## config.mk

```make
export PLATFORM = sky130hd
export DESIGN_NAME = mul_div_unit
export DESIGN_NICKNAME = d
export VERILOG_FILES = /design/src/rtl/mul_div_unit.sv
export SDC_FILE = /design/constraint.sdc
export NUM_CORES = 1
export LEC_CHECK = 0
export CAP_MARGIN = 20
export CORE_AREA = 5 5 163 165
export DETAILED_ROUTE_END_ITERATION = 16
export DIE_AREA = 0 0 168 170
export PLACE_DENSITY_LB_ADDON = 0.08
export SLEW_MARGIN = 20
export SYNTH_ARGS = -nofsm -noshare
export SYNTH_HDL_FRONTEND = slang
export SYNTH_SLANG_ARGS = --single-unit
```

## constraint.sdc

```tcl
create_clock -name clock -period 6.15 [get_ports clock]
set_input_delay 0.615 -clock clock [delete_from_list [all_inputs] [get_ports clock]]
set_output_delay 0.615 -clock clock [all_outputs]
set_load 0.02 [all_outputs]
```

## src/rtl/mul_div_unit.sv

```systemverilog
// rtl/mul_div_unit.sv - iterative shift-add multiplier / restoring divider with MIPS-style hi/lo results
// Optional: MULDIV_EARLY_OUT_EN ends a multiply once the remaining multiplier bits are all zero.
module mul_div_unit #(
  parameter int WIDTH = 16,
  localparam int CNT_W = $clog2(WIDTH) + 1
) (
  input  logic             clock,
  input  logic             reset_n,
  input  logic             start,
  input  logic [1:0]       op,
  input  logic [WIDTH-1:0] a,
  input  logic [WIDTH-1:0] b,
  output logic             busy,
  output logic             done,
  output logic [WIDTH-1:0] hi,
  output logic [WIDTH-1:0] lo,
  output logic             div_by_zero
);

  typedef enum logic [1:0] {IDLE, RUN, FIX} state_t;

  state_t             state;
  logic               is_div, sgn_ab, sgn_a;
  logic [WIDTH-1:0]   m_a, m_b, low;
  logic [WIDTH:0]     acc;
  logic [CNT_W-1:0]   cnt;

  logic               neg_a_in, neg_b_in, ge, last;
  logic [WIDTH-1:0]   abs_a, abs_b, quot, rem, a_back;
  logic [WIDTH:0]     sum, shl, diff;
  logic [2*WIDTH-1:0] prod_raw, prod;
`ifdef MULDIV_EARLY_OUT_EN
  logic [CNT_W-1:0]   shamt;
`endif

  always_comb begin
    neg_a_in = op[0] & a[WIDTH-1];
    neg_b_in = op[0] & b[WIDTH-1];
    abs_a    = neg_a_in ? -a : a;
    abs_b    = neg_b_in ? -b : b;
    // Multiplier step: the extra accumulator bit catches the carry before the right shift.
    sum      = acc + {1'b0, (low[0] ? m_a : {WIDTH{1'b0}})};
    shl      = {acc[WIDTH-1:0], low[WIDTH-1]};
    ge       = shl >= {1'b0, m_b};
    diff     = shl - {1'b0, m_b};
    last     = (cnt == CNT_W'(1));
    prod_raw = {acc[WIDTH-1:0], low};
`ifdef MULDIV_EARLY_OUT_EN
    shamt    = CNT_W'(WIDTH) - cnt + CNT_W'(1);
    last     = last | (!is_div && ((m_b >> shamt) == '0));
    // Skipped iterations would only have shifted right; cnt still holds how many remain.
    prod_raw = prod_raw >> cnt;
`endif
    prod     = sgn_ab ? -prod_raw : prod_raw;
    quot     = sgn_ab ? -low : low;
    rem      = sgn_a ? -acc[WIDTH-1:0] : acc[WIDTH-1:0];
    a_back   = sgn_a ? -m_a : m_a;
  end

  always_ff @(posedge clock or negedge reset_n) begin
    if (!reset_n) begin
      state       <= IDLE;
      busy        <= 1'b0;
      done        <= 1'b0;
      hi          <= '0;
      lo          <= '0;
      div_by_zero <= 1'b0;
      is_div      <= 1'b0;
      sgn_ab      <= 1'b0;
      sgn_a       <= 1'b0;
      m_a         <= '0;
      m_b         <= '0;
      low         <= '0;
      acc         <= '0;
      cnt         <= '0;
    end else begin
      done <= 1'b0;
      case (state)
        IDLE: begin
          if (start) begin
            is_div      <= op[1];
            sgn_ab      <= neg_a_in ^ neg_b_in;
            sgn_a       <= neg_a_in;
            m_a         <= abs_a;
            m_b         <= abs_b;
            acc         <= '0;
            low         <= op[1] ? abs_a : abs_b;
            cnt         <= CNT_W'(WIDTH);
            div_by_zero <= 1'b0;
            busy        <= 1'b1;
            state       <= RUN;
          end
        end
        RUN: begin
          if (is_div) begin
            acc <= ge ? diff : shl;
            low <= {low[WIDTH-2:0], ge};
          end else begin
            acc <= {1'b0, sum[WIDTH:1]};
            low <= {sum[0], low[WIDTH-1:1]};
          end
          cnt <= cnt - CNT_W'(1);
          if (last) state <= FIX;
        end
        FIX: begin
          if (is_div) begin
            if (m_b == '0) begin
              lo          <= '1;
              hi          <= a_back;
              div_by_zero <= 1'b1;
            end else begin
              lo <= quot;
              hi <= rem;
            end
          end else begin
            {hi, lo} <= prod;
          end
          done  <= 1'b1;
          busy  <= 1'b0;
          state <= IDLE;
        end
        default: state <= IDLE;
      endcase
    end
  end

endmodule
```

# Word-level counts from Yosys, hierarchy flattened
# Index checks and enable logic that the tools add are counted.
[totals] word_cells=74 in_bits=37 register_bits=110
[op_classes] order_cmp=1 n_eq_ne=7 n_reduce_logical=9 add_sub_neg=9 muxes=31 n_bitwise=3
[ops] op="two-way mux 16 bit" count=13
[ops] op="negator 16 bit" count=5
[ops] op="two-way mux 17 bit" count=3
[ops] op="one-hot mux 17 bit (2 select lines)" count=1
[ops] op="two-way mux 32 bit" count=1
[ops] op="negator 32 bit" count=1
[ops] op="one-hot mux 16 bit (2 select lines)" count=1
[ops] op="adder 17 x 16 -> 17 bit" count=1
[ops] op="greater-or-equal comparator 17 x 16 -> 1 bit" count=1
[ops] op="subtractor 17 x 16 -> 17 bit" count=1
[ops] op="zero test 16 bit" count=1
[ops] op="one-hot mux 5 bit (2 select lines)" count=1
[ops] op="!= test 2 bit (second input constant)" count=4
[ops] op="AND reduction 2 bit" count=4
[ops] op="equality test 5 x 1 -> 1 bit (second input constant)" count=1
[ops] op="two-way mux 1 bit" count=5
[ops] op="two-way mux 5 bit" count=1
[ops] op="subtractor 5 x 1 -> 5 bit (second input constant)" count=1
[ops] op="two-way mux 2 bit" count=2
[ops] op="one-hot mux 1 bit (2 select lines)" count=2
[ops] op="one-hot mux 2 bit (2 select lines)" count=1
[ops] op="AND reduction 4 bit" count=1
[ops] op="nonzero test 2 bit" count=2
[ops] op="AND 1 bit" count=2
[ops] op="other kinds (4)" count=4

# Longest topological paths before layout
[logic_depth] ltp_word=5 ltp_mapped=14 ltp_nobuf=13

# Worst setup path after synthesis
# Ideal clock, no wire load.
[synth_path] kind="register -> register" from="register low[15]" to="register acc[14]" stages_incl_launch_ff=13 t_arrival_ps=2672 setup_time_ps=131 required_time_ps=6019 slack_ps=3347 synth_period_minus_slack_ps=2803 n_path_buf=0 cell_sequence="dfrtp_1 > inv_1 > ha_1 > inv_1 > fa_1 > a21o_1 > a221o_1 > o41ai_1 > o2111ai_1 > a21oi_1 > xnor2_1 > a41oi_1 > o21ai_0"
[synth_between] elab_chain_cells=4
[synth_lines] element="from (decl)" line="24" rtl="logic [WIDTH-1:0] m_a, m_b, low;"
[synth_lines] element="from (signal assigned)" line="87" rtl="low <= op[1] ? abs_a : abs_b;"
[synth_lines] element="from (signal assigned)" line="97" rtl="low <= {low[WIDTH-2:0], ge};"
[synth_lines] element="from (signal assigned)" line="100" rtl="low <= {sum[0], low[WIDTH-1:1]};"
[synth_lines] element="subtractor 17 x 16 -> 17 bit / greater-or-equal comparator 17 x 16 -> 1 bit (equally long branches)" line="45, 44"
[synth_lines] element="two-way mux 17 bit (*)" line="96" rtl="acc <= ge ? diff : shl;"
[synth_lines] element="two-way mux 17 bit (*)" line="95" rtl="if (is_div) begin"
[synth_lines] element="one-hot mux 17 bit (2 select lines) (*)" line="78" rtl="case (state)"
[synth_lines] element="to (signal assigned)" line="96"
[synth_lines] element="to (signal assigned)" line="99" rtl="acc <= {1'b0, sum[WIDTH:1]};"
[synth_lines] element="to (decl)" line="25" rtl="logic [WIDTH:0] acc;"
# Every way passes the cells marked *; elsewhere a longest branch is shown, timed or not.
# A chain may end at the register's enable or synchronous reset.

# Final worst setup path
[layout_path] from="register low[15]" to="register acc[16]"
# Same word-level chain as after synthesis.

==> impl_metrics.json <==
{
  "status": "finished clean",
  "clock.fmax_mhz": 303,
  "clock_latency_ps": 370,
  "grt_use_total_pct": 18.6,
  "period_needed_ps": 3300,
  "antenna_found_initial": 0,
  "slew_headroom_pct": 32.3,
  "rr_startpoint": "low[15]",
  "synth_edf_count": 0,
  "clock_path_buffers": 2,
  "fp.coreArea_mm2": 0.0249,
  "vias": 7602,
  "synthArstFlopShare_pct": 100,
  "seq_area_mm2": 0.00275,
  "synth_nets": 1138,
  "post_cts_resized": 0,
  "detailed_place_hpwl_um": 20600,
  "syn2layout_area_growth_pct": 14.8,
  "postCtsHoldBufs": 0,
  "tns_ps": 0,
  "start_kind": "flop",
  "drcViolationCount": 0,
  "first_global_vias": 7361,
  "detail_route.iter0.violations": 509,
  "cp_num_buf_inv": 2,
  "chipHeight_um": 170,
  "tritoncts": "done",
  "multi_input_area_mm2": 0.00535,
  "grt_pass1_wl_um": 42300,
  "die_area_mm2": 0.0286,
  "nFillCells": 2610,
  "drive_gt1_share_pct": 4.20,
  "peakVddDrop_mv": 0.259,
  "period_share_pct": 53.7,
  "synth-main-ff-cell": "dfrtp_1",
  "r2r_slack_ps": 2850,
  "path_clk_slew_ps": 80,
  "start_util_pct": 34.3,
  "synth_top_area_share_pct": 32.3,
  "grt_overflow": 0,
  "ctsHtreeMaxLevel": 3,
  "slew_viol_final": 0,
  "routedWlPerCell_um": 18.9,
  "path_max_fanout": 5,
  "portBuffers": 71,
  "crit_type": "reg2reg",
  "routed_wl_um": 26900,
  "pin_count": 72,
  "diodes": 0,
  "yosysTopAreaCell": "dfrtp_1",
  "cts_buffers": 9,
  "tightest_slew_ps": 1010,
  "grt_setup_unrepaired": "false",
  "hold_class": "in2async",
  "fp-row-count": 58,
  "netlist_area_mm2": 0.00853,
  "leakage_uw": 0.00404,
  "yosysMostFrequentCell": "nand2_1",
  "crit_top_cell": "inv_1",
  "p_per_area_mw_per_mm2": 597,
  "drt-pass1-iter-count": 4,
  "avgSynthCellArea_um2": 8.05,
  "critical_path_arrival_ps": 3580,
  "critPathTopFamily": "compound AO/OA/AOI/OAI gates",
  "ys_ff_latch": 110,
  "ys_types": 69,
  "cp_cell_sequence": "inv_1 -> ha_1 -> inv_1 -> fa_1 -> a21o_1 -> a221o_1 -> o41ai_1 -> o21bai_1 -> a21oi_1 -> o311ai_0 -> xor2_1 -> o21ai_0",
  "postLayoutCoreUtil_pct": 39.4,
  "critPathSlowestCell": "o41ai_1",
  "clkSinkCount": 110,
  "drv_cap": 0,
  "drtAntennaViolNets": 0,
  "finalHoldViolations": 0,
  "cp-startpoint": "low[15]",
  "skew_ps": 13.4,
  "critPathRequiredTime_ps": 6430,
  "root_buffer": "clkbuf_16",
  "synthesis.instances": 1060,
  "synth_commonest_cells": "125 x nand2_1, 110 x dfrtp_1, 107 x o21ai_0",
  "synth_seq_area_share_pct": 32.3,
  "setup_violations": 0,
  "max_stage_delay_ps": 620,
  "netlist_top_cells_area": "dfrtp_1 32%, xnor2_1 6.8%, o21ai_0 6.3%",
  "finalNetCount": 1168,
  "grt_max_degree": 84,
  "die_w_um": 168,
  "yosys_warnings": 0,
  "post_cts.repair.setup_buffers": 0,
  "crit_path_end_kind": "flop",
  "vias_per_cell": 5.33,
  "place.gp.congestion": 0.854
}
-- kinds of logic after synthesis --
| family | after synthesis | synth area share, % |
|---|---|---|
| buffers and inverters | 112 | 5.16 |
| XOR/XNOR | 109 | 11.2 |
| AND/OR/NAND/NOR | 337 | 18.5 |
| flip-flops | 110 | 32.3 |
| adder cells (fa/ha/maj) | 41 | 6.19 |
| multiplexers | 28 | 3.46 |
| AO/OA/AOI/OAI | 323 | 23.3 |
-- cells in the final DEF (no fill, tap or decap), types with 3 or more instances in the layout --
| master | instances |
|---|---|
| a211oi_1 | 24 |
| nand3_1 | 20 |
| nand2b_1 | 11 |
| nor3_1 | 16 |
| xor2_1 | 43 |
| nor2_1 | 86 |
| o41ai_1 | 8 |
| inv_8 | 3 |
| a31oi_1 | 13 |
| or3_1 | 9 |
| or2_2 | 5 |
| o31ai_1 | 16 |
| buf_4 | 13 |
| xnor2_1 | 66 |
| o21ai_0 | 107 |
| o22ai_1 | 5 |
| nand2_1 | 125 |
| a221oi_1 | 3 |
| and3_1 | 4 |
| o21bai_1 | 4 |
| nand4_1 | 5 |
| dfrtp_1 | 109 |
| mux2i_1 | 25 |
| nor4_1 | 5 |
| a21o_1 | 10 |
| clkdlybuf4s50_1 | 70 |
| inv_1 | 47 |
| a22oi_1 | 7 |
| o211ai_1 | 8 |
| clkinv_4 | 3 |
| ha_1 | 39 |
| o221ai_1 | 3 |
| nor2b_1 | 11 |
| o21ai_1 | 5 |
| a21oi_1 | 84 |
| clkbuf_16 | 9 |
| and2_1 | 18 |
| or4_1 | 9 |
-- where the power goes --
group	switching [uW]	internal (uW)	total, uW
registers	575	1060	1640
clock network	322	290	612
logic	2010	1590	3600
total	2900	2940	5850
-- per-stage QoR --
stage	setup slack, ps	cell area [um^2]	hold slack (ps)	cells	power (uW)
floorplan	3350	8530	319	1060	4150
global placement	3010	9490	464	1409	5260
detailed placement	2950	9490	472	1409	5260
CTS	2920	9800	254	1425	5910
global route	2650	9800	275	1425	6390
finish	2850	9800	235	1425	5850
-- sequential cells by signal, summed over array words and instances, names as in the netlist, 2 cells and up --
name,cells
hi,16
lo,16
m_a,16
state,2
low,16
m_b,16
acc,17
cnt,5
-- worst paths after layout --
path,endpoint,cells after the start
worst max register to register,acc[16],12
worst max-delay path,acc[16],12
worst min register to register,hi[10],2
worst min-delay path,acc[12],1
min in group clock,hi[10],2
max in group asynchronous,is_div,2
-- routing by layer --
layer	share of wire (%)	vias to the layer above	GRT usage (%)
met5	0	-	0
met3	3.0	17	2.65
met4	1.1	0	3.39
met1	47	3660	25.6
met2	49	127	31.7
li1	-	3798	-
-- cell type report --
cell class,count,share of cell area (%)
clock buffer,9,2.30
tap,330,4.22
sequential,110,28.1
multi-input combinational,838,54.6
inverter,48,1.84
timing repair buffer,83,8.15
clock inverter,7,0.779
No activity file was read; power rests on OpenSTA's default activity.
==> patch 1, RTL diff (same flow settings) <==
Reset style: synchronous (`reset_n`), changed in one clocked block.
--- a/src/rtl/mul_div_unit.sv
+++ b/src/rtl/mul_div_unit.sv
@@ -58,5 +58,5 @@
   end
 
-  always_ff @(posedge clock or negedge reset_n) begin
+  always_ff @(posedge clock) begin
     if (!reset_n) begin
       state       <= IDLE;
Check against the original RTL: differs if reset_n is asserted again (counterexample within 4 cycles, from zero or initial values and one cycle with reset_n low); with reset_n held inactive, the same outputs for 10 cycles.
==> patch 1 against the unedited design <==
- sequential cell count unchanged
- design area shrank 0.97%
- cell count grew 3.8%
- setup slack improved by 0.028 ns
- routed wire length is 8.4% higher
- synthesized area shrank 0.76%
- count of clock-buffer cells in the layout unchanged
Power is not compared: it rests on default switching activity, and its combinational part moved more than twofold at a synthesized area within 25%.
==> patch 1: results (changes against the unedited design) <==
[status]
outcome = finished, final reports clean  ; unchanged

[sta]
skew_ns = 0.0142  ; was 0.0134 ns

[place]
dp_hpwl_um = 22200  ; was 20,600 um
place_congestion = 0.860  ; was 0.854

[routing]
vias = 8198  ; was 7,602
first_iter_violations = 656  ; was 509
drt-wirelength-per-cell_um = 19.7  ; was 18.9 um
drt-pass1-iter-count = 5  ; was 4

[grt]
grt_pass1_wl_um = 46100  ; was 42,300 um
grt_pass1_vias = 8101  ; was 7,361
grt_util_all_layers_pct = 20.1  ; was 18.6%
grt_max_degree = 63  ; was 84

[yosys]
synth-async-reset-ratio_pct = 0  ; was 100%
yosysUniqueCellTypes = 76  ; was 69
synthAdderAreaFrac_pct = 6.24  ; was 6.19%
yosys-top-cells-area = dfxtp_1 26%, ha_1 5.8%, a21oi_1 5.6%  ; was dfrtp_1 32%, xnor2_1 6.8%, o21ai_0 6.3%
synth_compound_area_share_pct = 27.7  ; was 23.3%
synth_area_leader_cell = dfxtp_1  ; was dfrtp_1
synthTopCellsByCount = 110 x dfxtp_1, 103 x nor2_1, 102 x nand2_1, 95 x a21oi_1, 78 x o21ai_0  ; was 125 x nand2_1, 110 x dfrtp_1, 107 x o21ai_0, 86 x nor2_1, 85 x a21oi_1

[critical_path]
r2r_start = acc[13]$_SDFFE_PN0P_  ; was low[15]$_DFFE_PN0P_
rr_endpoint = acc[3]$_SDFFE_PN0P_  ; was acc[16]$_DFFE_PN0P_
r2r_slack_ns = 2.87  ; was 2.85 ns
cp_max_fo = 23  ; was 5

[cells_and_area]
drive_gt1_share_pct = 4.70  ; was 4.20%
nets = 1222  ; was 1,168

[power]
total_power_uw = 2210

[min_path]
hp-class = reg -> reg  ; was in -> async

-- patch 1: cell count changes after synthesis, moves of 9 or more --
cell,delta
nand2_1,-23
a211oi_1,+13
a21oi_1,+10
dfxtp_1,+110
xor2_1,-16
nor4_1,+9
xnor2_1,-12
o21a_1,+12
dfrtp_1,-110
o211ai_1,+16
o21ai_0,-29
nand3_1,+10
nor3_1,+17
nor2_1,+17
-- patch 1: area by class of cell --
| class | count | area [um2] |
|---|---|---|
| fill | 2623 | 15200 |
| sequential | 110 | 2200 |
| inverter | 46 | 173 |
| tap | 330 | 413 |
| timing repair buffer | 84 | 803 |
| clock inverter | 7 | 88.8 |
| clock buffer | 9 | 225 |
| multi-input combinational | 893 | 5790 |
-- patch 1: critical path: stages, from the launching register on --
cell and delay, ns:
dfxtp_1 0.56, ha_1 0.37, a21o_1 0.20, a211o_1 0.31, a41oi_1 0.37, and3_1 0.77, mux2i_1 0.27, nor2_1 0.05
a221o_1 0.26
-- patch 1: stage by stage --
step | hold WS, ns | util (%) | setup WS [ns] | area, um2 | std cells
after global placement | 0.441 | 37.7 | 3.00 | 9380 | 1463
final | 0.461 | 39.0 | 2.87 | 9700 | 1479
after detailed placement | 0.452 | 37.7 | 2.91 | 9390 | 1463
after global routing | 0.478 | 39.0 | 2.59 | 9700 | 1479
after CTS | 0.462 | 39.0 | 2.90 | 9700 | 1479
after floorplan | 0.431 | - | 3.45 | 8470 | 1124
-- patch 1: cell families (layout without fill, tap and decap cells) --
| family | after synthesis | count (layout) |
|---|---|---|
| adders and majority gates | 41 | 41 |
| AOI/OAI and AO/OA | 359 | 359 |
| muxes | 35 | 35 |
| buffers and inverters | 121 | 146 |
| DFF | 110 | 110 |
| and+or+nand+nor | 377 | 377 |
| xor gates and xnor gates | 81 | 81 |
-- patch 1: metal layers --
metal	GRT usage (%)	routed length, um	up-vias
met3	2.51	798	25
met1	27.8	14000	3884
met5	0	0	-
met4	4.45	528	0
li1	-	-	4147
met2	33.8	13800	142
-- patch 1: how the worst max path moves through the flow --
stage | cells after the start | end | slack [ns] | from
detailed placement | 8 | acc[3]$_SDFFE_PN0P_ | 2.91 | acc[13]$_SDFFE_PN0P_
CTS | 8 | acc[3]$_SDFFE_PN0P_ | 2.90 | acc[13]$_SDFFE_PN0P_
floorplan | 11 | acc[16]$_SDFFE_PN0P_ | 3.45 | low[15]$_SDFFE_PN0P_
global placement | 8 | acc[3]$_SDFFE_PN0P_ | 3.00 | acc[11]$_SDFFE_PN0P_
global route | 8 | acc[3]$_SDFFE_PN0P_ | 2.59 | acc[11]$_SDFFE_PN0P_
finish | 8 | acc[3]$_SDFFE_PN0P_ | 2.87 | acc[13]$_SDFFE_PN0P_
==> patch 2, RTL diff (same settings) <==
Without the edit above. `WIDTH`: 16 -> 8.
--- a/src/rtl/mul_div_unit.sv
+++ b/src/rtl/mul_div_unit.sv
@@ -2,5 +2,5 @@
 // Optional: MULDIV_EARLY_OUT_EN ends a multiply once the remaining multiplier bits are all zero.
 module mul_div_unit #(
-  parameter int WIDTH = 16,
+  parameter int WIDTH = 8,
   localparam int CNT_W = $clog2(WIDTH) + 1
 ) (
Interface: changed (resized a, b, hi and lo); port bits go from 72 to 40. The function was not compared with the original's and may differ.
==> patch 2 against the unedited design <==
- total power is 44% lower
- setup slack better by 0.57 ns
- clock skew is 0.0047 ns lower
- design area is 44% lower
- routed wire length is 45% lower
- sequential cell count is 49 lower
- global-route usage is 7.7 points lower
- synthesized area is 48% lower
- worst hold slack better by 0.22 ns
- count of clock-buffer cells in the layout is 1 higher
- fmax is 21% higher
==> patch 2: results (changes against the unedited design) <==
[grt]
grt_pass1_vias = 4070  ; was 7,361
grt_max_degree = 62  ; was 84
grt_pass1_wl_um = 24400  ; was 42,300 um
grt_util_all_layers_pct = 10.9  ; was 18.6%

[yosys]
yosys-top-cells-area = dfrtp_1 34%, ha_1 6.4%, o21ai_0 6.0%  ; was dfrtp_1 32%, xnor2_1 6.8%, o21ai_0 6.3%
yosysUniqueCellTypes = 56  ; was 69
synth-async-reset-ratio_pct = 100  ; unchanged
syn_nets = 584  ; was 1,138
ys_seq_area_share_pct = 34.1  ; was 32.3%
synthTopCellsByCount = 70 x nand2_1, 61 x dfrtp_1, 54 x o21ai_0, 42 x nor2_1, 36 x a21oi_1  ; was 125 x nand2_1, 110 x dfrtp_1, 107 x o21ai_0, 86 x nor2_1, 85 x a21oi_1
syn_avg_cell_area_um2 = 8.31  ; was 8.05 um2

[cells_and_area]
drive_gt1_share_pct = 5.45  ; was 4.20%
antenna_cells = 0  ; unchanged
largest-register = acc  ; unchanged
largest_register_ffs = 9  ; was 17
nets = 610  ; was 1,168
fill_cells = 2755  ; was 2,610

[place]
place_ws_ns = 3.46  ; was 2.95 ns
dp_cells = 883  ; was 1,409
io_buffers = 39  ; was 71
place_congestion = 0.799  ; was 0.854
dp_hpwl_um = 11500  ; was 20,600 um

[routing]
wl_um = 14900  ; was 26,900 um
drt-pass1-iter-count = 4  ; unchanged
drt-wirelength-per-cell_um = 16.5  ; was 18.9 um
vias = 3829  ; was 7,602
first_iter_violations = 168  ; was 509

[clocking]
clock_latency_ns = 0.34  ; was 0.37 ns
numCtsBuffers = 9  ; unchanged
cts_resized = 0  ; unchanged
clk_pin_slew_worst_paths_ns = 0.06  ; was 0.08 ns
h-tree-depth = 3  ; unchanged

[power]
peakVddDrop_v = 0.000148  ; was 0.000259 V
p_leak_uw = 0.00231  ; was 0.00404 uW

[critical_path]
arrival_ns = 2.94  ; was 3.58 ns
rr_endpoint = acc[6]$_DFFE_PN0P_  ; was acc[16]$_DFFE_PN0P_
cp_max_fo = 12  ; was 5
crit_path_top_delay_cell = a2111oi_0  ; was o41ai_1
slowest_delay_ns = 0.66  ; was 0.62 ns
r2r_slack_ns = 3.42  ; was 2.85 ns
r2r_cells = 9  ; was 12
r2r_start = low[0]$_DFFE_PN0P_  ; was low[15]$_DFFE_PN0P_

[status]
outcome = finished, final reports clean  ; unchanged

[sta]
timing.hold.ws_ns = 0.458  ; was 0.235 ns
skew_ns = 0.00877  ; was 0.0134 ns
tightest_slew_ns = 0.973  ; was 1.01 ns

[min_path]
hp-class = in -> async  ; unchanged

==> patch 2: changes by cell type in the layout (fill, tap and decap cells not counted), moves of 9 or more <==
cell,delta
nor2_1,-44
xor2_1,-29
and2_1,-10
inv_1,-13
buf_4,-9
xnor2_1,-38
a21oi_1,-48
a211oi_1,-19
dfrtp_1,-48
o21ai_0,-53
nand2_1,-55
clkdlybuf4s50_1,-32
ha_1,-16
==> patch 2: per-stage QoR <==
| stage | area, um2 | power, uW |
|---|---|---|
| after CTS | 5490 | 3320 |
| after detailed placement | 5180 | 2760 |
| after global placement | 5180 | 2780 |
| after floorplan | 4470 | 2160 |
| final | 5490 | 3250 |
| after global routing | 5490 | 3610 |
==> patch 2: per-layer routing <==
metal	share of wire [%]	vias to the layer above	wire length (um)	global-route usage, %
li1	-	1949	-	-
met1	50	1810	7420	15.0
met2	46	55	6790	17.6
met3	2.7	15	408	2.37
met4	1.6	0	242	2.82
met5	0	-	0	0
==> patch 2: cell families after synthesis <==
kind of cell	after synthesis	share of synthesized area [%]
compound gates	145	20.4
xor+xnor	42	8.23
fa+ha+maj	25	7.33
buf+inv	62	5.65
flops	61	34.1
mux	26	6.10
simple gates	177	18.2
==> patch 2: power by group <==
| part | leakage (uW) | switching, uW | total [uW] | internal, uW |
|---|---|---|---|---|
| clock | 0.000141 | 207 | 534 | 327 |
| combinational | 0.00139 | 1070 | 1850 | 777 |
| sequential | 0.000770 | 284 | 867 | 583 |
| total | 0.00231 | 1560 | 3250 | 1690 |
==> patch 2: final cells by class <==
class / instances / area, um2 / area share [%]
Tap cell: 330 / 413 / 7.52
Sequential cell: 61 / 1530 / 27.8
Inverter: 34 / 128 / 2.32
Multi-Input combinational cell: 415 / 2700 / 49.2
Clock inverter: 6 / 70.1 / 1.28
Timing Repair Buffer: 43 / 415 / 7.57
Clock buffer: 10 / 239 / 4.35
==> patch 2: how the worst max path moves through the flow <==
| stage | startpoint | to | slack [ns] | cells after the start |
|---|---|---|---|---|
| 5_1_grt | low[0]$_DFFE_PN0P_ | acc[6]$_DFFE_PN0P_ | 3.17 | 9 |
| 3_3_place_gp | start | m_a[2]$_DFFE_PN0P_ | 3.24 | 5 |
| 3_5_place_dp | low[0]$_DFFE_PN0P_ | acc[6]$_DFFE_PN0P_ | 3.46 | 9 |
| 4_1_cts | low[0]$_DFFE_PN0P_ | acc[6]$_DFFE_PN0P_ | 3.45 | 9 |
| 2_1_floorplan | low[0]$_DFFE_PN0P_ | acc[5]$_DFFE_PN0P_ | 3.83 | 12 |
| 6_report | low[0]$_DFFE_PN0P_ | acc[6]$_DFFE_PN0P_ | 3.42 | 9 |
